===== src/rtl/if_fetch_unit.sv =====
// rtl/if_fetch_unit.sv - instruction fetch requester with prefetch queue and branch redirect
module if_fetch_unit #(
    parameter int          ADDR_W   = 32,
    parameter int          INST_W   = 32,
    parameter int          DEPTH    = 2,
    parameter logic [31:0] RESET_PC = 32'h0
) (
    input  logic              clk,
    input  logic              rst,
    output logic              rom_ce_o,
    output logic [ADDR_W-1:0] rom_addr_o,
    input  logic [INST_W-1:0] rom_data_i,
    input  logic              branch_flag_i,
    input  logic [ADDR_W-1:0] branch_target_address_i,
    input  logic              id_ready_i,
    output logic              id_valid_o,
    output logic [ADDR_W-1:0] id_pc_o,
    output logic [INST_W-1:0] id_inst_o
);

    localparam int PW = $clog2(DEPTH);
    localparam int CW = PW + 1;

    logic              rom_ce;
    logic [ADDR_W-1:0] fetch_pc;
    logic [PW-1:0]     head;
    logic [PW-1:0]     tail;
    logic [CW-1:0]     count;
    logic [ADDR_W-1:0] pc_mem   [DEPTH];
    logic [INST_W-1:0] inst_mem [DEPTH];

    logic pop;
    logic push;

    assign id_valid_o = (count != '0);
    assign pop        = id_valid_o & id_ready_i;
    // A full queue still fetches when the head leaves in the same cycle.
    assign push       = rom_ce & ((count < CW'(DEPTH)) | pop) & ~branch_flag_i;

    assign rom_ce_o   = rom_ce;
    assign rom_addr_o = rom_ce ? fetch_pc : '0;
    assign id_pc_o    = id_valid_o ? pc_mem[head]   : '0;
    assign id_inst_o  = id_valid_o ? inst_mem[head] : '0;

    always_ff @(posedge clk) begin
        if (rst) begin
            rom_ce   <= 1'b0;
            fetch_pc <= ADDR_W'(RESET_PC);
            head     <= '0;
            tail     <= '0;
            count    <= '0;
        end else begin
            rom_ce <= 1'b1;
            if (branch_flag_i) begin
                // Flush wins over any pop: the head is dropped, not consumed.
                fetch_pc <= branch_target_address_i & ~ADDR_W'(3);
                head     <= '0;
                tail     <= '0;
                count    <= '0;
            end else begin
                if (push) begin
                    tail     <= tail + PW'(1);
                    fetch_pc <= fetch_pc + ADDR_W'(4);
                end
                if (pop) begin
                    head <= head + PW'(1);
                end
                if (push && !pop) begin
                    count <= count + CW'(1);
                end else if (pop && !push) begin
                    count <= count - CW'(1);
                end
            end
        end
    end

    always_ff @(posedge clk) begin
        if (push && !rst) begin
            pc_mem[tail]   <= fetch_pc;
            inst_mem[tail] <= rom_data_i;
        end
    end

endmodule


===== config.mk =====
export PLATFORM = sky130hd
export DESIGN_NAME = if_fetch_unit
export DESIGN_NICKNAME = d
export VERILOG_FILES = /design/src/rtl/if_fetch_unit.sv
export SDC_FILE = /design/constraint.sdc
export NUM_CORES = 1
export LEC_CHECK = 0
export BUFFER_PORTS_ARGS = -buffer_cell sky130_fd_sc_hd__buf_4
export CAP_MARGIN = 20
export CORE_AREA = 2 2 113 115
export CTS_CLUSTER_DIAMETER = 50
export DETAILED_ROUTE_END_ITERATION = 7
export DIE_AREA = 0 0 115 117
export PLACE_DENSITY = 0.85
export SLEW_MARGIN = 20
export SYNTH_ARGS = -nofsm -noshare
export SYNTH_HDL_FRONTEND = slang
export SYNTH_SLANG_ARGS = --single-unit

===== constraint.sdc =====
create_clock -name clk -period 11.5 [get_ports clk]
set_clock_uncertainty 0.1 [all_clocks]
set_input_delay 0 -clock clk [delete_from_list [all_inputs] [get_ports clk]]
set_output_delay 0 -clock clk [all_outputs]
set_load 0.01 [all_outputs]

==> results of run 1 <==
==> where the power goes <==
part	switching, mW	total (mW)	internal [mW]	leakage (nW)
clock network	0.217	0.601	0.384	0.298
registers	0.0221	0.664	0.642	1.43
logic	0.0683	0.148	0.0798	1.91
==> layout make-up <==
class / count / area, um^2
Clock buffer: 21 / 440
Fill cell: 693 / 2510
Timing Repair Buffer: 255 / 2140
Tap cell: 150 / 188
Sequential cell: 160 / 4450
Multi-Input combinational cell: 359 / 2360
Inverter: 10 / 37.5
Clock inverter: 10 / 185
==> cells by family after synthesis <==
| kind of cell | Yosys count |
|---|---|
| DFF | 160 |
| AOI/OAI and AO/OA | 56 |
| buffers and inverters | 47 |
| muxes | 63 |
| xor gates and xnor gates | 11 |
| adders and majority gates | 2 |
| other | 1 |
| and+or+nand+nor | 223 |
==> cells in the mapped netlist (3+ instances only) <==
cell,instances,share of area
a211oi_1,8,0.0086
a311oi_1,12,0.015
a31oi_1,5,0.0045
and2_1,29,0.026
and3_1,3,0.0027
buf_1,6,0.0032
buf_4,5,0.0054
clkbuf_1,20,0.011
dfxtp_1,36,0.10
edfxtp_1,124,0.53
inv_1,9,0.0048
mux2i_1,63,0.090
nand2_1,18,0.0096
nand3_1,12,0.0086
nand4_1,11,0.0098
nor2_1,93,0.050
nor2b_1,3,0.0027
nor3_1,11,0.0079
nor4_1,9,0.0080
o21ai_0,10,0.0071
o31ai_1,7,0.0075
or3_1,6,0.0054
or4_1,8,0.0086
or4_2,3,0.0038
xnor2_1,4,0.0050
xor2_1,7,0.0088
==> worst reg2reg max path: stages, from the launching register on <==
cell           delay, ns
dfxtp_1             0.48
and3_1              0.24
nand4_1             0.70
o41a_1              0.65
a2111oi_0           0.35
dlygate4sd3_1       0.60
==> registers in the layout, summed over array words and instances (netlist names), named ones only <==
register  flops
head          1
count         2
rom_ce_o      1
pc_mem       60
fetch_pc     30
tail          1
inst_mem     64
==> metrics by stage <==
| stage | setup WS (ns) | total power [mW] |
|---|---|---|
| finish | 8.33 | 1.41 |
| CTS | 8.39 | 1.41 |
| detailed placement | 8.89 | 0.794 |
| floorplan | 5.90 | 0.732 |
| global route | 8.12 | 1.46 |
| global placement | 9.10 | 0.789 |
==> per-layer routing <==
metal  wire [um]  up-vias  part of all wire
met4         359        0             0.020
met5           0        -                 0
met2        9290      268              0.52
li1            -     2577                 -
met3        1180       30             0.066
met1        7040     2707              0.39
==> worst max-delay path by stage <==
stage	from	to	slack, ns	cells past startpoint
global route	fetch_pc[4]	fetch_pc[26]	8.12	6
finish	fetch_pc[5]	fetch_pc[26]	8.33	5
floorplan	count[1]	inst_mem[0][0]	5.90	3
CTS	fetch_pc[6]	fetch_pc[26]	8.39	5
global placement	fetch_pc[5]	fetch_pc[18]	9.10	4
detailed placement	fetch_pc[5]	fetch_pc[26]	8.89	4
==> impl_metrics.env, run 1 <==
export IMPL_setup_tns_ns=0
export IMPL_grt_first_pass_wirelength_um=26800
export IMPL_slew_viol_final=0
export IMPL_die_area_mm2=0.0135
export IMPL_slew_headroom=0.283
export IMPL_final_util=0.796
export IMPL_cp_slowest_cell="nand4_1"
export IMPL_portBuffers=159
export IMPL_layout_commonest_cell="buf_4"
export IMPL_cp_end_kind="register"
export IMPL_cts_root_buf="clkbuf_16"
export IMPL_cts_resized_gates=0
export IMPL_insertion_delay_ns=0.42
export IMPL_synth_edf_count=124
export IMPL_gp_congestion=0.857
export IMPL_critPathMaxStageDelay_ns=0.70
export IMPL_synth_fa_ha_area_frac=0.00357
export IMPL_cts_tree="built"
export IMPL_die_w_um=115
export IMPL_yosys_register_bits=160
export IMPL_hp_start="branch_flag_i"
export IMPL_final_cells=965
export IMPL_r2r_worst_path_cells=5
export IMPL_grt_busiest_layer="met2"
export IMPL_timing_hold_ws_ns=0.0648
export IMPL_ant_nets=0
export IMPL_r2r_start="fetch_pc[5]"
export IMPL_synth_top_family_by_area="simple AND/OR/NAND/NOR gates"
export IMPL_async_flop_share=0
export IMPL_wl_per_cell_um=18.5
export IMPL_crit_chain="and3_1 -> nand4_1 -> o41a_1 -> a2111oi_0 -> dlygate4sd3_1"
export IMPL_drtIter0Drc=517
export IMPL_crit_buf_inv=1
export IMPL_final_nets=873
export IMPL_cts_hold_buffers=91
export IMPL_finalCriticalPeriod_ns=3.17
export IMPL_dr_pass1_iters=5
export IMPL_min_path_cells=3
export IMPL_worstPathRequired_ns=11.76
export IMPL_maxCapViolCount=0
export IMPL_grt_pass1_vias=5398
export IMPL_synth_simple_area_share=0.163
export IMPL_min_delay_path_class="in -> reg"
export IMPL_syn_inst=563
export IMPL_io_pins=166
export IMPL_clock_sinks=160
export IMPL_holdPathEnd="fetch_pc[15]"
export IMPL_gr_usage_met3=0.0669
export IMPL_crit_family="compound AO/OA/AOI/OAI gates"
export IMPL_worst_slew_pin_slew_ns=1.08
export IMPL_core_area_mm2=0.0123
export IMPL_final_cell_mix="164 x buf_4, 124 x edfxtp_1, 92 x nor2_1, 91 x dlygate4sd3_1, 63 x mux2i_1"
export IMPL_critPathMaxFanout=21
export IMPL_drc=0
export IMPL_synth_xor_area_frac=0.0137
export IMPL_critical_path_arrival_ns=3.43
export IMPL_startpoint_type="register"
export IMPL_dp_hpwl_um=10100
export IMPL_die_h_um=117
export IMPL_clock_path_buffers=2
export IMPL_status="finished, final reports clean"
export IMPL_netlist_area_mm2=0.00701
export IMPL_synth_compound_area_share=0.0613
export IMPL_fin_area_mm2=0.00980
export IMPL_synth_mux_area_frac=0.0900
export IMPL_p_per_area_mw_per_mm2=144
export IMPL_syn2layout_area_growth_pct=39.9
export IMPL_setup_viol=0
export IMPL_finalHoldViolations=0
export IMPL_ys_flop_type="edfxtp_1"
export IMPL_synth_cell_types=59
export IMPL_grt_start_max_net_pins=64
export IMPL_rrSetupSlack_ns=8.33
export IMPL_placedCellCount=843
export IMPL_r2r_end="fetch_pc[26]"
export IMPL_cts_clk_slew_worst_paths_ns=0.06
export IMPL_syn_area_per_cell_um2=12.4
export IMPL_dpl_instance_area_mm2=0.00826
export IMPL_viasPerCell=5.78
export IMPL_numCtsBuffers=17
export IMPL_start_util=0.569
export IMPL_yosysSeqAreaShare=0.634
export IMPL_gr_total_overflow=0
export IMPL_antenna_found_initial=0
export IMPL_period_share=0.275
export IMPL_fmaxAchievable_mhz=316
export IMPL_grt_use_total=0.263
export IMPL_ir_worst_vdd_v=0.0000999
export IMPL_use_met1=0.305
export IMPL_rsz0062_at_grt="no"
export IMPL_drive_above_1_share=0.260
export IMPL_htree_levels=4
export IMPL_via_count=5582
export IMPL_routed_wl_um=17900
export IMPL_postCtsSetupBuffers=0
export IMPL_placementRows=41
export IMPL_p_leak_nw=3.63
export IMPL_grt_use_met2=0.473
export IMPL_synth_warnings=0
export IMPL_n_antenna_cell=0
export IMPL_worst_setup_path_type="reg -> reg"
Note: power is estimated with default switching activity, not from simulation.
==> run 2: changes to the inputs <==
Settings changed: CORE_AREA 2 2 113 115 to 2 2 123 125, DIE_AREA 0 0 115 117 to 0 0 125 127, PLACE_DENSITY 0.85 to 0.76.
Clock period 11.5 ns to 2.55 ns, I/O delays scaled along.
==> run 2 against run 1 <==
Effect of this change:
- register-to-register slack got worse by 8.2 ns
- sequential cell count unchanged
- total power increased to 4.5 times the previous value
- largest power group unchanged
- highest routed layer unchanged
- via count decreased by 1.3%
- critical path depth unchanged
==> impl_metrics.env, run 2 (synthesis gave the netlist of run 1 again) <==
export IMPL_status="finished, final reports clean"
export IMPL_slew_viol_final=0
export IMPL_antenna_found_initial=0
export IMPL_ir_worst_vdd_v=0.000487
export IMPL_cp_slowest_cell="or4_4"
export IMPL_dpl_instance_area_mm2=0.00843
export IMPL_start_util=0.486
export IMPL_grt_start_max_net_pins=63
export IMPL_period_share=0.959
export IMPL_drive_above_1_share=0.293
export IMPL_critPathMaxStageDelay_ns=0.57
export IMPL_fin_area_mm2=0.00994
export IMPL_cts_tree="built"
export IMPL_layout_commonest_cell="buf_4"
export IMPL_cts_clk_slew_worst_paths_ns=0.06
export IMPL_io_pins=166
export IMPL_viasPerCell=5.49
export IMPL_worst_setup_path_type="reg -> reg"
export IMPL_reg_top3="inst_mem x64, pc_mem x60, fetch_pc x30"
export IMPL_insertion_delay_ns=0.43
export IMPL_grt_first_pass_wirelength_um=27600
export IMPL_crit_family="simple AND/OR/NAND/NOR gates"
export IMPL_cts_root_buf="clkbuf_16"
export IMPL_syn2layout_area_growth_pct=41.8
export IMPL_largest_reg_flops=64
export IMPL_cp_end_kind="register"
export IMPL_fmaxAchievable_mhz=409
export IMPL_maxCapViolCount=0
export IMPL_crit_chain="and2b_2 -> or4_4 -> or3_1 -> a311oi_1 -> dlygate4sd3_1"
export IMPL_numCtsBuffers=17
export IMPL_min_delay_path_class="in -> reg"
export IMPL_gp_congestion=0.911
export IMPL_die_area_mm2=0.0159
export IMPL_rsz0062_at_grt="no"
export IMPL_drc=0
export IMPL_n_antenna_cell=0
export IMPL_slew_headroom=0.462
export IMPL_critical_path_arrival_ns=2.72
export IMPL_startpoint_type="register"
export IMPL_dr_pass1_iters=5
export IMPL_grt_use_total=0.223
export IMPL_portBuffers=159
export IMPL_die_w_um=125
export IMPL_clock_path_buffers=2
export IMPL_clock_sinks=160
export IMPL_final_cell_mix="174 x buf_4, 124 x edfxtp_1, 92 x nor2_1, 81 x dlygate4sd3_1, 63 x mux2i_1"
export IMPL_final_util=0.689
export IMPL_finalHoldViolations=0
export IMPL_dp_hpwl_um=11100
export IMPL_ant_nets=0
export IMPL_timing_hold_ws_ns=0.199
export IMPL_setup_viol=0
export IMPL_crit_buf_inv=1
export IMPL_core_area_mm2=0.0144
export IMPL_die_h_um=127
export IMPL_final_nets=877
export IMPL_htree_levels=4
export IMPL_worst_slew_pin_slew_ns=0.803
export IMPL_worstPathRequired_ns=2.82
export IMPL_p_leak_nw=3.66
export IMPL_grt_pass1_vias=5404
export IMPL_critPathMaxFanout=5
export IMPL_gr_total_overflow=0
export IMPL_routed_wl_um=17800
export IMPL_drtIter0Drc=511
export IMPL_wl_per_cell_um=17.7
export IMPL_via_count=5509
export IMPL_largest_register="inst_mem"
export IMPL_placementRows=44
export IMPL_nFillCells=1056
export IMPL_finalCriticalPeriod_ns=2.45
export IMPL_p_per_area_mw_per_mm2=639
## run 2: cell types whose count changed in the layout (fill, tap and decap cells not counted), sizes merged
cell | before | now
buf | 164 | 177
dlygate4sd3 | 91 | 81
clkinvlp | 2 | 5
inv | 11 | 9
bufinv | 5 | 4
clkbuf | 21 | 22
clkinv | 2 | 3
## run 2: worst paths after layout
path | startpoint | endpoint | slack (ns) | depth (start not counted)
hold reg to reg | fetch_pc[6] | pc_mem[0][6] | 0.42 | 0
hold / removal | rom_data_i[16] | inst_mem[0][16] | 0.20 | 2
setup reg to reg | count[1] | fetch_pc[11] | 0.10 | 5
setup / recovery | count[1] | fetch_pc[11] | 0.10 | 5
## run 2: per-stage QoR
stage	worst slack (ns)	setup TNS, ns	instances	total power, mW
2_1_floorplan	-0.0319	-1.98	566	3.30
3_3_place_gp	0.351	0	884	3.58
3_5_place_dp	0.245	0	884	3.60
4_1_cts	0.0165	0	997	6.37
5_1_grt	0.00547	0	1004	6.55
6_report	0.104	0	1004	6.35
## run 2: per-layer routing
layer	GRT usage	vias to the layer above	wire length, um
met5	0	-	0
met4	0.0922	0	425
met3	0.0486	35	1320
met2	0.383	271	9010
met1	0.276	2621	7050
li1	-	2582	-
## run 2: power by group
group / internal (mW) / total, mW / switching (mW)
Combinational: 0.355 / 0.678 / 0.323
Sequential: 2.90 / 2.98 / 0.0871
Clock: 1.71 / 2.69 / 0.977
Total: 4.96 / 6.35 / 1.39
## run 2: what timing repair did
action                     4_1_cts  5_1_grt
buffers inserted                 0        6
setup endpoints to repair        0       14
hold buffers                    81        0
gates resized for setup          0        7
hold endpoints to repair        96        0
## run 2: layout make-up
| type | instances | area [um^2] | share of cell area |
|---|---|---|---|
| clock buffer | 22 | 474 | 0.0477 |
| tap | 184 | 230 | 0.0232 |
| multi-input combinational | 359 | 2400 | 0.241 |
| inverter | 10 | 41.3 | 0.00415 |
| timing repair buffer | 258 | 2180 | 0.219 |
| timing repair inverter | 1 | 5.00 | 0.000504 |
| sequential | 160 | 4450 | 0.448 |
| clock inverter | 10 | 158 | 0.0159 |
==> run 3: changes to the inputs <==
Settings changed: CORE_AREA 2 2 123 125 to 2 2 136 138, DIE_AREA 0 0 125 127 to 0 0 138 140, PLACE_DENSITY 0.76 to not set.
==> run 3 against run 2 <==
Effect of this change:
- cell count grew 4.1%
- core utilization fell by 13 points
- total power fell by 4.6%
- worst hold slack better by 0.013 ns
==> impl_metrics.env, run 3 (synthesis gave the netlist of run 1 again) <==
export IMPL_die_w_um=138
export IMPL_finalCriticalPeriod_ns=2.49
export IMPL_p_per_area_mw_per_mm2=612
export IMPL_slew_headroom=0.511
export IMPL_maxCapViolCount=0
export IMPL_worst_setup_path_type="reg -> reg"
export IMPL_n_antenna_cell=0
export IMPL_setup_viol=0
export IMPL_largest_register="inst_mem"
export IMPL_portBuffers=159
export IMPL_ir_worst_vdd_v=0.000479
export IMPL_dpl_instance_area_mm2=0.00852
export IMPL_fmaxAchievable_mhz=401
export IMPL_multi_input_area_mm2=0.00239
export IMPL_clock_path_buffers=2
export IMPL_nFillCells=1558
export IMPL_placementRows=49
export IMPL_drive_above_1_share=0.284
export IMPL_insertion_delay_ns=0.42
export IMPL_grt_start_max_net_pins=63
export IMPL_htree_levels=4
export IMPL_largest_reg_flops=64
export IMPL_gr_total_overflow=0
export IMPL_grt_use_total=0.183
export IMPL_syn2layout_area_growth_pct=41.2
export IMPL_reg_top3="inst_mem x64, pc_mem x60, fetch_pc x30"
export IMPL_status="finished, final reports clean"
export IMPL_die_area_mm2=0.0193
export IMPL_startpoint_type="register"
export IMPL_final_cell_mix="171 x buf_4, 124 x edfxtp_1, 92 x nor2_1, 80 x dlygate4sd3_1, 63 x mux2i_1"
export IMPL_slew_viol_final=0
export IMPL_core_area_mm2=0.0178
export IMPL_layout_commonest_cell="buf_4"
export IMPL_routed_wl_um=17600
export IMPL_ant_nets=0
export IMPL_critical_path_arrival_ns=2.75
export IMPL_clock_sinks=160
export IMPL_cts_root_buf="clkbuf_16"
export IMPL_cp_end_kind="register"
export IMPL_numCtsBuffers=17
export IMPL_wl_per_cell_um=16.8
export IMPL_io_pins=166
export IMPL_timing_hold_ws_ns=0.213
export IMPL_final_nets=873
export IMPL_via_count=5321
export IMPL_drtIter0Drc=308
export IMPL_dp_hpwl_um=11500
export IMPL_dr_pass1_iters=4
export IMPL_viasPerCell=5.09
export IMPL_die_h_um=140
export IMPL_cts_tree="built"
export IMPL_period_share=0.977
export IMPL_p_leak_nw=3.62
export IMPL_worst_slew_pin_slew_ns=0.733
export IMPL_start_util=0.394
export IMPL_min_delay_path_class="in -> reg"
export IMPL_cts_clk_slew_worst_paths_ns=0.06
export IMPL_fin_area_mm2=0.00989
export IMPL_regArea_mm2=0.00446
export IMPL_gp_congestion=0.851
export IMPL_antenna_found_initial=0
export IMPL_finalHoldViolations=0
export IMPL_critPathMaxFanout=5
export IMPL_worstPathRequired_ns=2.81
export IMPL_grt_first_pass_wirelength_um=27900
export IMPL_grt_pass1_vias=5415
export IMPL_drc=0
-- run 3: changes by cell type in the layout (fill, tap and decap cells not counted), sizes merged --
| cell | previous run | this run |
|---|---|---|
| dlygate4sd3 | 81 | 80 |
| clkinv | 3 | 7 |
| buf | 177 | 175 |
| clkbuf | 22 | 20 |
| inv | 9 | 10 |
| clkinvlp | 5 | 3 |
| bufinv | 4 | 2 |
-- run 3: metrics by stage --
step	worst slack (ns)	utilization	power [mW]	setup TNS (ns)	std cells
CTS	0.0367	0.555	6.11	0	1044
global route	-0.0165	0.556	6.30	-0.0165	1045
global placement	0.364	0.479	3.59	0	932
finish	0.0580	0.556	6.05	0	1045
floorplan	-0.0319	-	3.30	-1.98	566
detailed placement	0.332	0.479	3.61	0	932
-- run 3: worst paths after layout --
kind,start,slack [ns],depth (start not counted),to
hold / removal,rom_data_i[6],0.21,2,inst_mem[0][6]
setup / recovery,count[1],0.06,5,fetch_pc[11]
setup reg to reg,count[1],0.06,5,fetch_pc[11]
hold reg to reg,fetch_pc[3],0.40,0,pc_mem[1][3]
-- run 3: report_power, final --
part	internal, mW	leakage, nW	switching, mW	total (mW)
registers	2.90	1.43	0.0808	2.98
logic	0.357	1.93	0.321	0.678
clock network	1.43	0.265	0.972	2.40
-- run 3: per-layer routing --
layer / share of wire / GRT usage / vias up / routed length, um
li1: - / - / 2572 / -
met1: 0.44 / 0.232 / 2592 / 7750
met4: 0.018 / 0.0720 / 0 / 325
met3: 0.040 / 0.0335 / 21 / 696
met2: 0.50 / 0.313 / 136 / 8810
met5: 0 / 0 / - / 0
-- run 3: worst max-delay path, stage by stage, from the launching register on --
cell           delay (ns)
dfxtp_2              0.36
and2b_1              0.22
or4_4                0.52
or3_1                0.34
a311oi_1             0.29
dlygate4sd3_1        0.59
-- run 3: timing repair --
action                     4_1_cts  5_1_grt
setup buffers                    0        1
resized for setup                0        5
setup endpoints to repair        0        1
hold buffers                    80        0
hold endpoints to repair        96        0
-- run 3: final cells by class --
| class | count | area share |
|---|---|---|
| clock buffers | 20 | 0.0441 |
| repair buffers | 255 | 0.219 |
| well taps | 229 | 0.0290 |
| multi-input cells | 359 | 0.242 |
| inverters | 10 | 0.00380 |
| clock inverters | 12 | 0.0120 |
| flip-flops and latches | 160 | 0.450 |
